`src/rtl/deem_filter.sv`:
```
// ============================================================================
//  Module      : deem_filter
//  Description : Receive-side de-emphasis filter, y[n] = x[n] + alpha*y[n-1].
//                Signed DW-bit samples, unsigned Q1.15 coefficient with a
//                shadow register, round-half-up scaling, output saturation
//                and a sticky saturation flag. Valid/ready on both sides.
//  Ports       : clk, rst        - clock, asynchronous active-high reset
//                enable          - gates acceptance of new samples
//                clear           - synchronous flush of filter state
//                coef_load/in    - coefficient shadow write
//                in_valid/ready/data   - sample input handshake
//                out_valid/ready/data  - sample output handshake
//                sat_flag        - sticky clip indicator
//  Revision    : 1.0 - initial release
// ============================================================================
`default_nettype none

module deem_filter #(
    parameter int DW       = 17,
    parameter int CW       = 16,
    parameter int COEF_RST = 30802
) (
    input  logic                 clk,
    input  logic                 rst,
    input  logic                 enable,
    input  logic                 clear,
    input  logic                 coef_load,
    input  logic [CW-1:0]        coef_in,
    input  logic                 in_valid,
    output logic                 in_ready,
    input  logic signed [DW-1:0] in_data,
    output logic                 out_valid,
    input  logic                 out_ready,
    output logic signed [DW-1:0] out_data,
    output logic                 sat_flag
);

    localparam int PW = DW + CW;   // product width: signed sample x unsigned coef
    localparam logic signed [PW-1:0] RND = PW'(1) <<< (CW - 2);

    typedef enum logic [1:0] {
        IDLE = 2'd0,
        CALC = 2'd1,
        HOLD = 2'd2
    } state_t;

    state_t state, state_nxt;

    logic signed [DW-1:0] y_prev;
    logic signed [DW-1:0] x_reg;
    logic [CW-1:0]        coef_shadow;
    logic [CW-1:0]        coef_active;

    logic signed [PW-1:0] prod;
    logic signed [PW-1:0] prod_rnd;
    logic signed [DW:0]   scaled;
    logic signed [DW:0]   sum;
    logic signed [DW-1:0] sat_val;
    logic                 clipped;
    logic                 accept;

    // rst is included so in_ready reads 0 the moment reset is asserted.
    assign in_ready = (state == IDLE) && enable && !rst;
    assign accept   = in_valid && in_ready;

    // Coefficient is zero-extended so the multiply is signed x unsigned.
    assign prod     = y_prev * $signed({1'b0, coef_active});
    assign prod_rnd = prod + RND;
    // Arithmetic shift of the rounded product: rounds half toward +inf.
    assign scaled   = (DW + 1)'(prod_rnd >>> (CW - 1));
    assign sum      = {x_reg[DW-1], x_reg} + scaled;

    // The two top bits of the DW+1 bit sum disagree exactly on overflow.
    always_comb begin
        sat_val = sum[DW-1:0];
        clipped = 1'b0;
        if (sum[DW] != sum[DW-1]) begin
            clipped = 1'b1;
            sat_val = sum[DW] ? {1'b1, {(DW-1){1'b0}}} : {1'b0, {(DW-1){1'b1}}};
        end
    end

    // ------------------------------------------------------------------
    // FSM
    // ------------------------------------------------------------------
    always_ff @(posedge clk or posedge rst) begin
        if (rst) begin
            state <= IDLE;
        end else begin
            state <= state_nxt;
        end
    end

    always_comb begin
        state_nxt = state;
        if (clear) begin
            state_nxt = IDLE;
        end else begin
            case (state)
                IDLE:    if (accept) state_nxt = CALC;
                CALC:    state_nxt = HOLD;
                HOLD:    if (out_ready) state_nxt = IDLE;
                default: state_nxt = IDLE;
            endcase
        end
    end

    // ------------------------------------------------------------------
    // Datapath and coefficient registers
    // ------------------------------------------------------------------
    always_ff @(posedge clk or posedge rst) begin
        if (rst) begin
            out_valid   <= 1'b0;
            out_data    <= '0;
            sat_flag    <= 1'b0;
            y_prev      <= '0;
            x_reg       <= '0;
            coef_shadow <= CW'(COEF_RST);
            coef_active <= CW'(COEF_RST);
        end else begin
            // The coefficient path is untouched by clear.
            if (coef_load) begin
                coef_shadow <= coef_in;
            end
            // Copy only while idle so a sample in flight sees a fixed alpha;
            // on an accept edge this picks up the shadow before any new load.
            if (state == IDLE) begin
                coef_active <= coef_shadow;
            end

            if (clear) begin
                out_valid <= 1'b0;
                out_data  <= '0;
                y_prev    <= '0;
                sat_flag  <= 1'b0;
            end else begin
                if (accept) begin
                    x_reg <= in_data;
                end
                if (state == CALC) begin
                    out_data  <= sat_val;
                    y_prev    <= sat_val;
                    out_valid <= 1'b1;
                    if (clipped) begin
                        sat_flag <= 1'b1;
                    end
                end
                if ((state == HOLD) && out_ready) begin
                    out_valid <= 1'b0;
                end
            end
        end
    end

endmodule

`default_nettype wire

```
`config.mk`:
```
export PLATFORM = sky130hd
export DESIGN_NAME = deem_filter
export DESIGN_NICKNAME = d
export VERILOG_FILES = /design/src/rtl/deem_filter.sv
export SDC_FILE = /design/constraint.sdc
export NUM_CORES = 1
export LEC_CHECK = 0
export ABC_AREA = 0
export BUFFER_PORTS_ARGS = -buffer_cell sky130_fd_sc_hd__buf_2
export CORE_MARGIN = 5
export CORE_UTILIZATION = 51
export CTS_CLUSTER_SIZE = 8
export DETAILED_ROUTE_END_ITERATION = 10
export PLACE_DENSITY = 0.69
export SLEW_MARGIN = 10
export SYNTH_ARGS = -nofsm -noshare
export SYNTH_HDL_FRONTEND = slang
export SYNTH_SLANG_ARGS = --single-unit
```
`constraint.sdc`:
```
create_clock -name clk -period 8.85 [get_ports clk]
set_clock_uncertainty 0.1 [all_clocks]
set_input_delay 0.885 -clock clk [delete_from_list [all_inputs] [get_ports clk]]
set_output_delay 0.885 -clock clk [all_outputs]
set_load 0.1 [all_outputs]
```
## Word-level counts from Yosys, hierarchy flattened

Cells that the tools add are included.

| operators by class | value |
|---|---|
| multipliers | 1 |
| muxes and demuxes | 15 |
| equality and inequality tests | 5 |
| add/sub/neg operators | 2 |
| reductions and logical operators | 12 |
| bitwise logic cells | 1 |

Operators with widths:

| kind | number |
|---|---|
| 17-bit 2-to-1 mux | 4 |
| 33-bit by 16-bit adder with 33-bit output (second input constant) | 1 |
| 17-bit by 17-bit multiplier with 33-bit output | 1 |
| 18-bit adder | 1 |
| 1-bit 2-to-1 mux | 7 |
| 2-bit 2-to-1 mux | 3 |
| 3-bit inequality test (second input constant) | 2 |
| 2-bit one-hot mux with 3 select lines | 1 |
| 2-bit AND reduction | 3 |
| 1-bit logical AND | 4 |
| 2-bit nonzero test | 2 |
| 3-bit nonzero test | 1 |
| 2-bit by 1-bit == test with 1-bit output (second input constant) | 1 |
| 2-bit == test (second input constant) | 1 |
| 2-bit logical NOT | 1 |
| 1-bit logical NOT | 1 |
| 1-bit inequality test | 1 |
| 1-bit inverter | 1 |

| word-level totals | value |
|---|---|
| register bits after elaboration | 70 |
| output and inout port bits | 20 |

## Depth between registers and ports, before layout

| logic depth | value |
|---|---|
| depth after elaboration | 8 |
| gate-level depth with buffers | 34 |

## Worst setup path before layout

Ideal clock, no wire load.

| path | value |
|---|---|
| path kind | register to register |
| from | register y_prev[16] |
| to | register y_prev[10] |
| arrival | 8401 ps |
| data required time | 8682 ps |
| buffers on the path | 2 |
| clock period less this slack | 8569 ps |
| slack | 281 ps |
| cell stages (with the launch flop) | 29 |
| library setup time | 68 ps |
| cells stage by stage | dfrtp_1 -> clkbuf_1 -> nand2_1 -> fa_1 -> inv_1 -> fa_1 -> fa_1 -> fa_1 -> fa_1 -> inv_1 -> fa_1 -> inv_1 -> ha_1 -> inv_1 -> or4_1 -> a21o_1 -> a21oi_1 -> a31o_2 -> a21oi_1 -> xnor2_1 -> ha_1 -> a21oi_1 -> o211a_1 -> o21ai_0 -> o31ai_1 -> xnor3_2 -> nor3_4 -> buf_6 -> a221o_2 |

| on the way | value |
|---|---|
| cells in the longest elaborated chain, start to end | 7 |

Ends and longest elaborated chain:

| item | RTL line | text |
|---|---|---|
| start, declared | 49 | `logic signed [DW-1:0] y_prev;` |
| start signal, assigned | 142 | `y_prev <= sat_val;` |
| 17-bit by 17-bit multiplier with 33-bit output * | 67 | `assign prod = y_prev * $signed({1'b0, coef_active});` |
| 33-bit by 16-bit adder with 33-bit output * | 68 | `assign prod_rnd = prod + RND;` |
| 18-bit adder * | 71 | `assign sum = {x_reg[DW-1], x_reg} + scaled;` |
| 17-bit 2-to-1 mux or 1-bit inequality test (tied branches) | 79, 77 |  |
| 17-bit 2-to-1 mux * | 77 | `if (sum[DW] != sum[DW-1]) begin` |
| 17-bit 2-to-1 mux * | 140 | `if (state == CALC) begin` |
| 17-bit 2-to-1 mux * | 131 | `if (clear) begin` |

Every way passes the cells marked *; elsewhere a longest branch is shown, timed or not. The select of a mux whose other input is x is not followed.
A chain may end at the register's enable or synchronous reset.

## Final worst setup path

| path | value |
|---|---|
| from | register y_prev[14] |
| to | register y_prev[2] |

The elaborated chain is that of the path after synthesis.

==> flow_summary.json <==
{
  "setup-tns-final_ns": 0,
  "worst_pin_slew_ns": 1.06,
  "cp_data_arrival_time_ns": 8.66,
  "synth-edff-count": 0,
  "grt_pass1_vias": 10800,
  "num_vias": 9977,
  "required_ns": 8.97,
  "slew_headroom_pct": 29.3,
  "synth_cells": 1480,
  "setup_viol": 0,
  "rows": 60,
  "io_pins": 60,
  "fin_crit_sh_pct": 96.5,
  "r2r_setup_slack_ns": 0.31,
  "htree_levels": 3,
  "peakVddDrop_mv": 0.269,
  "cts.path.max_buffers": 2,
  "place.detailed.hpwl_mm": 27.8,
  "cap_violations": 0,
  "initial_core_util_pct": 51.8,
  "cts_tree": "built",
  "synth_commonest_cells": "inv_1, fa_1, nand2_1",
  "drt-total-wl_mm": 32.9,
  "dieArea_mm2": 0.0308,
  "die_h_um": 175,
  "fin_crit_ns": 8.54,
  "holdPathEnd": "x_reg[14]",
  "io_buffers": 59,
  "synthesis.nets": 1905,
  "clk_root_buffer_cell": "clkbuf_16",
  "slowest_delay_ns": 0.63,
  "synth_area_leaders": "fa_1, inv_1, dfrtp_1",
  "whs_path_depth": 2,
  "antenna_found_initial": 0,
  "avgSynthCellArea_um2": 9.43,
  "ys_types": 62,
  "slowest_stage": "dfrtp_1",
  "die_w_um": 175,
  "via_per_inst": 5.26,
  "synth-seq-area-share_pct": 12.7,
  "yosys.area.top_type": "fa_1",
  "synthFlopType": "dfrtp_1",
  "p_total_mw": 4.90,
  "grt_overflow": 0,
  "antennaDiodeCount": 0,
  "synth_area_mm2": 0.0140,
  "dr.pass1.iters": 8,
  "grt_start_max_net_pins": 72,
  "clkSinkCount": 70,
  "status": "completed",
  "p_leak_nw": 8.07,
  "numCtsBuffers": 9,
  "r2r_cells": 29,
  "grt_use_total_pct": 22.5,
  "synth-async-reset-ratio_pct": 100,
  "crit_fanout": 16,
  "hold_viol": 0,
  "hold_buffers": 0,
  "postRouteAntennaNets": 0,
  "grt_pass1_wl_mm": 55.0,
  "clkTransAtPathRegs_ns": 0.06,
  "drt_iter0_markers": 480,
  "drive_gt1_share_pct": 13.0,
  "clock_latency_ns": 0.34,
  "yosysWarningCount": 0,
  "crit_path_start_kind": "flop",
  "rr_startpoint": "y_prev[14]",
  "post-synth-top-count-cell": "inv_1",
  "power_density_mw_per_mm2": 322,
  "max_freq_ghz": 0.117,
  "wl_per_cell_um": 17.3,
  "min_from": "x_reg[14]",
  "yosys_register_bits": 70,
  "hold_class": "flop to flop",
  "synth_top_area_share_pct": 39.3,
  "crit_top_cell": "fa_1",
  "critPathKind": "flop to flop",
  "core_area_mm2": 0.0270,
  "finalMaxSlewViolations": 0,
  "fillers": 2394,
  "syn2layout_area_growth_pct": 9.06,
  "gp_congestion": 0.942,
  "end_kind": "flop",
  "crit-reg2reg-capture": "y_prev[2]",
  "layout.nets": 1974,
  "drc": 0
}
-- per-layer routing --
| layer | part of all wire, % | vias up | track usage (%) |
|---|---|---|---|
| met5 | 0 | - | 0 |
| met4 | 3.3 | 0 | 6.82 |
| met3 | 5.6 | 69 | 3.83 |
| met2 | 50 | 268 | 38.8 |
| met1 | 41 | 5083 | 29.5 |
| li1 | - | 4557 | - |
-- critical path: cells and delay by family, from the launching register on --
| family | cells | cell delay (ns) |
|---|---|---|
| simple gates | 5 | 1.31 |
| fa+ha+maj | 8 | 3.73 |
| flops | 1 | 0.63 |
| compound gates | 9 | 1.63 |
| buf+inv | 5 | 0.38 |
| xor+xnor | 2 | 0.65 |
-- cells by family after synthesis --
| family | share of synthesized area (%) |
|---|---|
| AND/OR/NAND/NOR | 14.9 |
| XOR/XNOR | 2.80 |
| buffers and inverters | 11.5 |
| flip-flops | 12.7 |
| AO/OA/AOI/OAI | 5.94 |
| adder cells (fa/ha/maj) | 49.4 |
| multiplexers | 2.80 |
-- cells in the final DEF (no fill, tap or decap), types with 14 or more instances in the layout --
cell type  instances
inv_1            374
fa_1             274
nand2_1          174
and2_1           171
ha_1             111
buf_2             59
dfrtp_1           51
buf_4             44
mux2_2            32
a21oi_1           31
xnor2_1           28
o21ai_0           20
nor2_1            16
xor2_1            14
a221o_2           14
-- power breakdown --
group          internal [mW]  switching [mW]  total (mW)
combinational           1.62            2.40        4.03
clock                  0.218           0.142       0.360
sequential             0.379           0.135       0.515
-- worst max-delay path by stage --
stage,from,end,slack [ns],cells past startpoint
detailed placement,y_prev[15],y_prev[2],-0.04,27
global route,coef_active[2],y_prev[2],-0.02,31
floorplan,y_prev[16],y_prev[10],0.28,28
finish,y_prev[14],y_prev[2],0.31,29
CTS,coef_active[2],y_prev[2],0.03,27
global placement,y_prev[12],y_prev[2],0.08,26
-- final cells by class --
cell class              instances  area, um2  share of cell area, %
flip-flops and latches         70       1780                   11.7
clock buffers                   9        225                   1.48
clock inverters                 7       72.6                  0.477
multi-input cells             985      10600                   69.6
inverters                     376       1410                   9.27
repair buffers                107        706                   4.63
well taps                     341        427                   2.80
-- repair_timing --
action                                  4_1_cts  5_1_grt
endpoints found under the setup margin       14       17
setup buffers                                 0        1
pin swaps                                     0        1
gates cloned                                  0        0
gates resized for setup                       1       12
-- per-stage QoR --
step                setup slack [ns]  std cells  hold slack (ns)  cell area, um2  util (%)
global route                 -0.0178       1895            0.422           15200      56.5
floorplan                      0.281       1480            0.352           14000         -
global placement              0.0797       1878            0.370           14900      55.2
detailed placement           -0.0421       1878            0.376           14900      55.2
CTS                           0.0345       1894            0.389           15200      56.3
finish                         0.307       1895            0.385           15200      56.5
(Power assumes the default switching activity.)
